File: config.mk
export PLATFORM = sky130hd
export DESIGN_NAME = seg7_reader
export DESIGN_NICKNAME = d
export VERILOG_FILES = /design/src/rtl/seg7_reader_pkg.sv /design/src/rtl/seg7_reader_pattern_to_hex.sv /design/src/rtl/seg7_reader.sv
export SDC_FILE = /design/constraint.sdc
export NUM_CORES = 1
export LEC_CHECK = 0
export ABC_AREA = 1
export CAP_MARGIN = 20
export CELL_PAD_IN_SITES_DETAIL_PLACEMENT = 0
export CELL_PAD_IN_SITES_GLOBAL_PLACEMENT = 1
export CORE_MARGIN = 2
export CORE_UTILIZATION = 42
export CTS_CLUSTER_DIAMETER = 120
export DETAILED_ROUTE_END_ITERATION = 10
export GPL_TIMING_DRIVEN = 0
export PLACE_DENSITY_LB_ADDON = 0.1
export SYNTH_ARGS = -nofsm -noshare
export SYNTH_HDL_FRONTEND = slang
export SYNTH_SLANG_ARGS = --single-unit
File: constraint.sdc
create_clock -name clk -period 2.5 [get_ports clk]
set_clock_uncertainty 0.05 [all_clocks]
set_input_delay 0.5 -clock clk [delete_from_list [all_inputs] [get_ports clk]]
set_output_delay 0.5 -clock clk [all_outputs]
set_load 0.05 [all_outputs]
File: src/rtl/seg7_reader_pkg.sv
// Shared constants and types for the seven-segment read-back block.
package seg7_reader_pkg;

  // Active-low segment patterns, bit0=a .. bit6=g
  localparam logic [6:0] SEG_0     = 7'h40;
  localparam logic [6:0] SEG_1     = 7'h79;
  localparam logic [6:0] SEG_2     = 7'h24;
  localparam logic [6:0] SEG_3     = 7'h30;
  localparam logic [6:0] SEG_4     = 7'h19;
  localparam logic [6:0] SEG_5     = 7'h12;
  localparam logic [6:0] SEG_6     = 7'h02;
  localparam logic [6:0] SEG_7     = 7'h78;
  localparam logic [6:0] SEG_8     = 7'h00;
  localparam logic [6:0] SEG_9     = 7'h10;
  localparam logic [6:0] SEG_A     = 7'h08;
  localparam logic [6:0] SEG_B     = 7'h03;
  localparam logic [6:0] SEG_C     = 7'h46;
  localparam logic [6:0] SEG_D     = 7'h21;
  localparam logic [6:0] SEG_E     = 7'h06;
  localparam logic [6:0] SEG_F     = 7'h0E;
  localparam logic [6:0] SEG_BLANK = 7'h7F;

  // FSM state encodings
  localparam logic [1:0] ST_IDLE   = 2'd0;
  localparam logic [1:0] ST_SETTLE = 2'd1;
  localparam logic [1:0] ST_EMIT   = 2'd2;

  // Result of classifying one segment pattern
  typedef struct packed {
    logic       is_hex;
    logic       is_blank;
    logic [3:0] hex;
  } seg7_dec_t;

endpackage

File: src/rtl/seg7_reader_pattern_to_hex.sv
// Combinational classifier: 7-bit active-low pattern -> {is_hex, is_blank, hex}.
module seg7_pattern_to_hex
  import seg7_reader_pkg::*;
(
  input  logic [6:0] seg_pat,
  output seg7_dec_t  dec_c
);

  // Table lookup; anything not listed is neither a digit nor blank
  always_comb begin
    dec_c        = '0;
    dec_c.is_hex = 1'b1;
    case (seg_pat)
      SEG_0: dec_c.hex = 4'h0;
      SEG_1: dec_c.hex = 4'h1;
      SEG_2: dec_c.hex = 4'h2;
      SEG_3: dec_c.hex = 4'h3;
      SEG_4: dec_c.hex = 4'h4;
      SEG_5: dec_c.hex = 4'h5;
      SEG_6: dec_c.hex = 4'h6;
      SEG_7: dec_c.hex = 4'h7;
      SEG_8: dec_c.hex = 4'h8;
      SEG_9: dec_c.hex = 4'h9;
      SEG_A: dec_c.hex = 4'hA;
      SEG_B: dec_c.hex = 4'hB;
      SEG_C: dec_c.hex = 4'hC;
      SEG_D: dec_c.hex = 4'hD;
      SEG_E: dec_c.hex = 4'hE;
      SEG_F: dec_c.hex = 4'hF;
      SEG_BLANK: begin
        dec_c.is_hex   = 1'b0;
        dec_c.is_blank = 1'b1;
      end
      default: dec_c.is_hex = 1'b0;
    endcase
  end

endmodule

File: src/rtl/seg7_reader.sv
// Reads back an active-low seven-segment bus, debounces it and emits each new
// settled digit once over a valid/ready handshake.
module seg7_reader
  import seg7_reader_pkg::*;
#(
  parameter int unsigned STABLE_CYCLES = 4,
  parameter int unsigned ERR_W         = 8
) (
  input  logic             clk,
  input  logic             reset_n,
  input  logic [6:0]       seg_in,
  input  logic             clr_err,
  input  logic             out_ready,
  output logic             out_valid,
  output logic [3:0]       out_hex,
  output logic             out_err,
  output logic [ERR_W-1:0] err_count,
  output logic             busy
);

  localparam int unsigned CNT_W = $clog2(STABLE_CYCLES + 1);
  localparam logic [CNT_W-1:0] CNT_MAX = CNT_W'(STABLE_CYCLES);

  logic [6:0]       seg_q, seg_d;
  logic [CNT_W-1:0] cnt_q, cnt_d;
  logic [1:0]       state_q, state_d;
  logic [6:0]       last_q, last_d;
  logic             last_vld_q, last_vld_d;
  logic             out_valid_q, out_valid_d;
  logic [3:0]       out_hex_q, out_hex_d;
  logic             out_err_q, out_err_d;
  logic [ERR_W-1:0] err_q, err_d;
  logic             busy_q, busy_d;
  logic             seg_chg, settled, err_inc;
  seg7_dec_t        dec;

  seg7_pattern_to_hex u_dec (
    .seg_pat (seg_q),
    .dec_c   (dec)
  );

  // Input sampling and stability counter
  always_comb begin
    seg_d   = seg_in;
    seg_chg = (seg_d != seg_q);
    settled = (cnt_q == CNT_MAX);
    cnt_d   = cnt_q;
    if (seg_chg) begin
      cnt_d = '0;
    end else if (!settled) begin
      cnt_d = CNT_W'(cnt_q + 1'b1);
    end
  end

  // FSM next state, token capture and error counter
  always_comb begin
    state_d     = state_q;
    last_d      = last_q;
    last_vld_d  = last_vld_q;
    out_valid_d = out_valid_q;
    out_hex_d   = out_hex_q;
    out_err_d   = out_err_q;
    err_inc     = 1'b0;
    case (state_q)
      ST_IDLE: begin
        if (seg_chg) state_d = ST_SETTLE;
      end
      ST_SETTLE: begin
        if (settled && (!last_vld_q || (seg_q != last_q))) begin
          last_d     = seg_q;
          last_vld_d = 1'b1;
          if (dec.is_hex) begin
            out_hex_d   = dec.hex;
            out_err_d   = 1'b0;
            out_valid_d = 1'b1;
            state_d     = ST_EMIT;
          end else if (!dec.is_blank) begin
            out_hex_d   = 4'h0;
            out_err_d   = 1'b1;
            out_valid_d = 1'b1;
            err_inc     = 1'b1;
            state_d     = ST_EMIT;
          end
        end
      end
      ST_EMIT: begin
        if (out_ready) begin
          out_valid_d = 1'b0;
          state_d     = ST_SETTLE;
        end
      end
      default: begin
        out_valid_d = 1'b0;
        state_d     = ST_IDLE;
      end
    endcase

    err_d = err_q;
    if (clr_err) begin
      err_d = '0;
    end else if (err_inc && (err_q != {ERR_W{1'b1}})) begin
      err_d = ERR_W'(err_q + 1'b1);
    end

    busy_d = (state_d != ST_IDLE);
  end

  // State and output registers
  always_ff @(posedge clk) begin
    if (!reset_n) begin
      seg_q       <= SEG_BLANK;
      cnt_q       <= '0;
      state_q     <= ST_IDLE;
      last_q      <= SEG_BLANK;
      last_vld_q  <= 1'b0;
      out_valid_q <= 1'b0;
      out_hex_q   <= 4'h0;
      out_err_q   <= 1'b0;
      err_q       <= '0;
      busy_q      <= 1'b0;
    end else begin
      seg_q       <= seg_d;
      cnt_q       <= cnt_d;
      state_q     <= state_d;
      last_q      <= last_d;
      last_vld_q  <= last_vld_d;
      out_valid_q <= out_valid_d;
      out_hex_q   <= out_hex_d;
      out_err_q   <= out_err_d;
      err_q       <= err_d;
      busy_q      <= busy_d;
    end
  end

  assign out_valid = out_valid_q;
  assign out_hex   = out_hex_q;
  assign out_err   = out_err_q;
  assign err_count = err_q;
  assign busy      = busy_q;

endmodule

==> metrics.md, run 1 <==
| Metric | Value |
|---|---|
| Post-Synth Simple-Gate Area | 0.389 |
| Post-DP Area | 2350 um2 |
| RD Place Congestion | 0.828 |
| Die Y | 73.8 um |
| Worst hold slack | around 0.41 ns |
| Tot GR Track Use | 0.186 |
| Die X | 73.8 um |
| Commonest non-fill, non-tap cells in the layout | nand2_1 (84), nor2_1 (37), dfxtp_1 (35) |
| Initial Utilization | 0.435 |
| Mapped Area | 2040 um2 |
| Die Area | 5440 um2 |
| Post-synth net total | 313 |
| Register area share after synthesis | 0.343 |
| Reg power frac | 0.527 |
| CTS tree | yes |
| Main combinational cell family by area after synthesis | simple AND/OR/NAND/NOR gates |
| Clock power share | 0.363 |
| IO Count | 26 |
| WS Path Type | reg2out |
| CTS resizes | 0 |
| First-pass GRT wire length | 7.84 mm |
| Finished Cell Area | 2430 um2 |
| Post-DR wirelength/cell | 11.9 um |
| Hold Buf Count CTS | 0 |
| Leading cell type in the layout, fill and taps excluded | nand2_1 |
| CP startpoint kind | flip-flop |
| Synthesized area per cell | 6.83 um2 |
| Post-synthesis adder-cell area fraction | 0.0184 |
| Psw | 278 uW |
| Worst min path class | reg2reg |
| Initial DRC count | 80 |
| Final WL | 4.59 mm |
| VDD IR max | 0.000233 V |
| RSZ-0062 raised after global routing | false |
| DRC errors left | 0 |
| Filler cells | 497 |
| Crit end category | output port |
| Setup TNS | 0 ns |
| Max Slew Vio Count | 0 |
| Yosys warnings | 0 |
| Internal | just over 800 uW |
| Area growth syn-to-layout | 19.0% |
| Sw frac | 0.256 |
| Vias in the first global route | 1787 |
| Share of cells above drive strength 1 | 0.118 |
| Primary FF master, synth | dfxtp_1 |
| Final setup violation count | 0 |
| H-tree depth | 2 |
| Pwr dens | approximately 450 nW/um2 |
| Setup bufs post-CTS | 0 |
| Static Leak | approximately 1.1 nW |
| CP max stage delay | approximately 0.84 ns |
| Fmax | 477 MHz |
| Critical Path AT | approximately 1.6 ns |
| Slew @ Worst Pin | 0.512 ns |
| Outcome | completed |
| Post-synth EDFFs | 0 |
| CP Buf/Inv Count | 1 |
| Worst-path clk slew | 0.07 ns |
| Initial antenna violation count | 0 |
| Ant. Diodes | 0 |
| CTS root buf | clkbuf_8 |
| CP max FO | 5 |
| Gate Count Post-Synth | between 200 and 300 |
| CTS Buf Count | 5 |
| Worst Path Required | 1.95 ns |
| CP top delay family | buffers and inverters |
| MaxCap Viol Count | 0 |
| Synthesis-stage register bit count | 35 |
| Number of antenna-violating nets in the routed design | 0 |
| Clk_lat worst skew | 0.28 ns |
| Final Cycle Share | 0.839 |
| Minimum clock period | 2.10 ns |
| Vias/cell | about 4.9 |
| R2R Setup Slk | 0.75 ns |
| Nets | 344 |
| FFs w/ async S/R, synth | 0 |
| Comb pwr share | 0.110 |
| IO Port Bufs | 24 |
| Pin count of the biggest net entering global routing | 11 |
| Row cnt | 25 |
| Drt pass-1 iters | 4 |
| Compound-cell area share of the yosys netlist | 0.107 |
| Post-Synth XOR/XNOR Area | 0.0514 |
| DP Wirelength | between 3 and 4 mm |
| GRT overflow | 0 |
| CP cell instances | clkdlybuf4s50_1 |
| Max clock buf depth | 2 |
| Slowest CP cell | clkdlybuf4s50_1 |
| Clock Sinks | 35 |
| Total core area | 4690 um2 |
| Post-synth cell types | 34 |
| Mux contribution to synthesized area | 0 |
| Slew headroom | 0.658 |
| Vias | 1887 |
| Fin. Hold Viols | 0 |
-- cell usage after synthesis (all sizes together), types with 2 or more instances --
master / n / share of area
buf: 5 / 0.021
nand3: 28 / 0.088
xor2: 5 / 0.021
nand2: 89 / 0.17
nor3: 4 / 0.015
o211ai: 8 / 0.032
clkbuf: 2 / 0.0037
nor2: 41 / 0.092
o21ai: 6 / 0.015
or2: 4 / 0.012
ha: 3 / 0.018
a21oi: 17 / 0.042
dfxtp: 35 / 0.34
xnor2: 7 / 0.030
inv: 35 / 0.066
nand4: 4 / 0.012
-- area by class of cell --
class                           count  area (um2)  area share
Clock buffer                        7        76.3      0.0314
Multi-Input combinational cell    221        1150       0.475
Timing Repair Buffer               24         240      0.0988
Clock inverter                      1        5.00     0.00206
Tap cell                           54        67.6      0.0278
Sequential cell                    35         701       0.288
Inverter                           36         138      0.0566
Buffer                              7        50.0      0.0206
-- power by group through the flow --
| stage | Clock, mW | Combinational [mW] | Sequential [mW] |
|---|---|---|---|
| finish | 0.394 | 0.119 | 0.573 |
| global route | 0.427 | 0.133 | 0.574 |
| CTS | 0.402 | 0.119 | 0.573 |
| detailed placement | 0 | 0.119 | 0.585 |
| global placement | 0 | 0.119 | 0.585 |
| floorplan | 0 | 0.0759 | 0.589 |
-- worst paths after layout --
check,cells after the start,from,end
min reg2reg,2,out_valid,out_valid
min,2,out_valid,out_valid
max reg2reg,11,seg_q[6],err_count[6]
max,1,err_count[2],err_count[2]
-- through the flow --
| stage | utilization | std cells | power (mW) | setup slack, ns |
|---|---|---|---|---|
| after global placement | 0.501 | 377 | 0.705 | 0.447 |
| after CTS | 0.518 | 385 | 1.09 | 0.393 |
| after global routing | 0.518 | 385 | 1.13 | 0.342 |
| final | 0.518 | 385 | 1.09 | 0.404 |
| after floorplan | - | 299 | 0.665 | 0.631 |
| after detailed placement | 0.501 | 377 | 0.704 | 0.441 |
-- kinds of logic after synthesis --
logic type / Yosys count
flops: 35
simple gates: 170
xor+xnor: 12
fa+ha+maj: 3
compound gates: 36
buf+inv: 43
-- flip-flops by register name, indices dropped and copies added, names as in the netlist --
register	count
out_err	1
state_q	2
out_valid	1
out_hex	4
last_vld_q	1
busy	1
err_count	8
seg_q	7
last_q	7
cnt_q	3
-- metal layers --
metal / GRT usage / vias to the layer above / share of wire
li1: - / 1010 / -
met1: 0.253 / 845 / 0.52
met2: 0.291 / 24 / 0.44
met3: 0.0384 / 8 / 0.021
met4: 0.0646 / 0 / 0.016
met5: 0 / - / 0
Note: power is estimated with default switching activity, not from simulation.
==> run 2, diff against run 1 <==
--- a/config.mk
+++ b/config.mk
@@ -10,7 +10,7 @@
 export CELL_PAD_IN_SITES_DETAIL_PLACEMENT = 0
 export CELL_PAD_IN_SITES_GLOBAL_PLACEMENT = 1
 export CORE_MARGIN = 2
-export CORE_UTILIZATION = 42
+export CORE_UTILIZATION = 35
 export CTS_CLUSTER_DIAMETER = 120
 export DETAILED_ROUTE_END_ITERATION = 10
 export GPL_TIMING_DRIVEN = 0
==> constraint.sdc (replaced) <==
create_clock -name clk -period 1.7 [get_ports clk]
set_clock_uncertainty 0.05 [all_clocks]
set_input_delay 0.34 -clock clk [delete_from_list [all_inputs] [get_ports clk]]
set_output_delay 0.34 -clock clk [all_outputs]
set_load 0.05 [all_outputs]
==> run 2 against run 1 <==
  * Sequential share of layout area shrank 3.1 points
  * Highest routed layer unchanged
  * Core utilization shrank 1.9 points
  * Global-route usage shrank 2.5 points
  * Final cell count grew 7.8%
  * Total power grew 60%
  * First-iteration DRC count shrank 21%
  * Non-clock buffer count grew 11
  * Die area grew 19%
  * Worst hold slack lost 0.0034 ns
==> metrics.md, run 2 (synthesized netlist as in run 1, its figures left out) <==
| Metric | Value |
|---|---|
| Outcome | completed |
| Max clock buf depth | 2 |
| CTS Buf Count | 5 |
| Leading cell type in the layout, fill and taps excluded | nand2_1 |
| Worst min path class | in2reg |
| Worst Path Required | 1.31 ns |
| Non-filler cells in the finished layout | roughly 420 |
| Area of the multi-input gates | ~1300 um2 |
| Share of cells above drive strength 1 | 0.306 |
| Total core area | 5570 um2 |
| Reg power frac | 0.487 |
| Die Y | 80.4 um |
| Max FFs per register | 8 |
| Slowest CP cell | dlygate4sd2_1 |
| Pwr dens | 624 nW/um2 |
| Crit end category | output port |
| Clk_lat worst skew | approximately 0.29 ns |
| Final WL | 5.14 mm |
| DRC errors left | 0 |
| Row cnt | 27 |
| Placed Cells | 395 |
| Static Leak | approximately 1.3 nW |
| GRT overflow | 0 |
| Tot GR Track Use | 0.161 |
| Power Total | 1.74 mW |
| CTS root buf | clkbuf_8 |
| Vias | around 2000 |
| Vias/cell | 4.86 |
| RD Place Congestion | 0.825 |
| Post-DR wirelength/cell | 12.4 um |
| VDD IR max | 0.000289 V |
| Initial antenna violation count | 0 |
| DP Wirelength | 3.62 mm |
| Die Area | between 6000 and 7000 um2 |
| CP max stage delay | 0.56 ns |
| Final setup violation count | 0 |
| Initial DRC count | 63 |
| Sequential Area | 717 um2 |
| Nets | 356 |
| Area growth syn-to-layout | 36.4% |
| MaxCap Viol Count | 0 |
| Commonest non-fill, non-tap cells in the layout | nand2_1 (67), nor2_1 (26), dfxtp_1 (26) |
| Clock Sinks | 35 |
| CP cell instances | dlygate4sd2_1 |
| Filler cells | 600 |
| Minimum clock period | 1.67 ns |
| CP max FO | 4 |
| Post-layout util | 0.500 |
| Vias in the first global route | approximately 1800 |
| Die X | 80.4 um |
| Worst hold slack | 0.407 ns |
| CP top delay family | buffers and inverters |
| IO Count | 26 |
| Drt pass-1 iters | 4 |
| Fin. Hold Viols | 0 |
| Worst-path clk slew | about 0.07 ns |
| R2R Setup Slk | 0.06 ns |
| Critical Path AT | 1.28 ns |
| RSZ-0062 raised after global routing | true |
| Ant. Diodes | 0 |
| Number of antenna-violating nets in the routed design | 0 |
| Final Cycle Share | 0.983 |
| Fmax | 598 MHz |
| Sw frac | 0.258 |
| Comb pwr share | 0.122 |
| H-tree depth | 2 |
| Initial Utilization | 0.367 |
| Max Slew Vio Count | 0 |
| Slew @ Worst Pin | 0.488 ns |
| Slew headroom | 0.675 |
| CTS tree | yes |
| Internal | 1.29 mW |
| CP startpoint kind | flip-flop |
| Psw | 449 uW |
| First-pass GRT wire length | 8.12 mm |
| WS Path Type | reg2out |
| Pin count of the biggest net entering global routing | 11 |
| CP Buf/Inv Count | 1 |
| Clock power share | 0.391 |
| IO Port Bufs | 24 |
run 2: cell type report:
class | instances | share of cell area
multi-input cells | 222 | 0.480
plain buffers | 7 | 0.0242
well taps | 72 | 0.0323
flip-flops and latches | 35 | 0.257
inverters | 36 | 0.0602
clock buffers | 8 | 0.0359
repair buffers | 35 | 0.110
run 2: through the flow:
stage	setup slack [ns]	setup TNS [ns]	area, um2
CTS	0.00589	0	2470
global placement	-0.296	-1.53	2380
global route	-0.0322	-0.214	2790
finish	0.0283	0	2790
floorplan	0.0354	0	2050
detailed placement	-0.313	-1.65	2380
run 2: timing repair:
item	in CTS	in global routing
hold buffers	0	0
setup endpoints to repair	30	28
gates cloned	0	2
buffers inserted	0	10
gates resized for setup	20	78
pin swaps	0	23
run 2: path summary, 6_finish.rpt:
kind                                     end  depth (start not counted)    startpoint
worst min-delay path               last_q[0]                          2       reset_n
worst max-delay path            err_count[7]                          1  err_count[7]
worst max register to register  err_count[4]                         11      seg_q[3]
worst min register to register     out_valid                          2     out_valid
run 2: routing by layer:
metal / up-vias / routed length (um) / track usage
met1: 927 / 2390 / 0.208
met3: 8 / 202 / 0.0371
met2: 38 / 2460 / 0.260
met5: - / 0 / 0
met4: 0 / 86 / 0.0576
li1: 1043 / - / -
run 2: power by group through the flow:
stage | registers (mW) | clock network [mW] | logic (mW)
floorplan | 0.866 | 0 | 0.112
global placement | 0.861 | 0 | 0.176
detailed placement | 0.860 | 0 | 0.175
CTS | 0.842 | 0.691 | 0.177
global route | 0.847 | 0.733 | 0.235
finish | 0.846 | 0.679 | 0.213
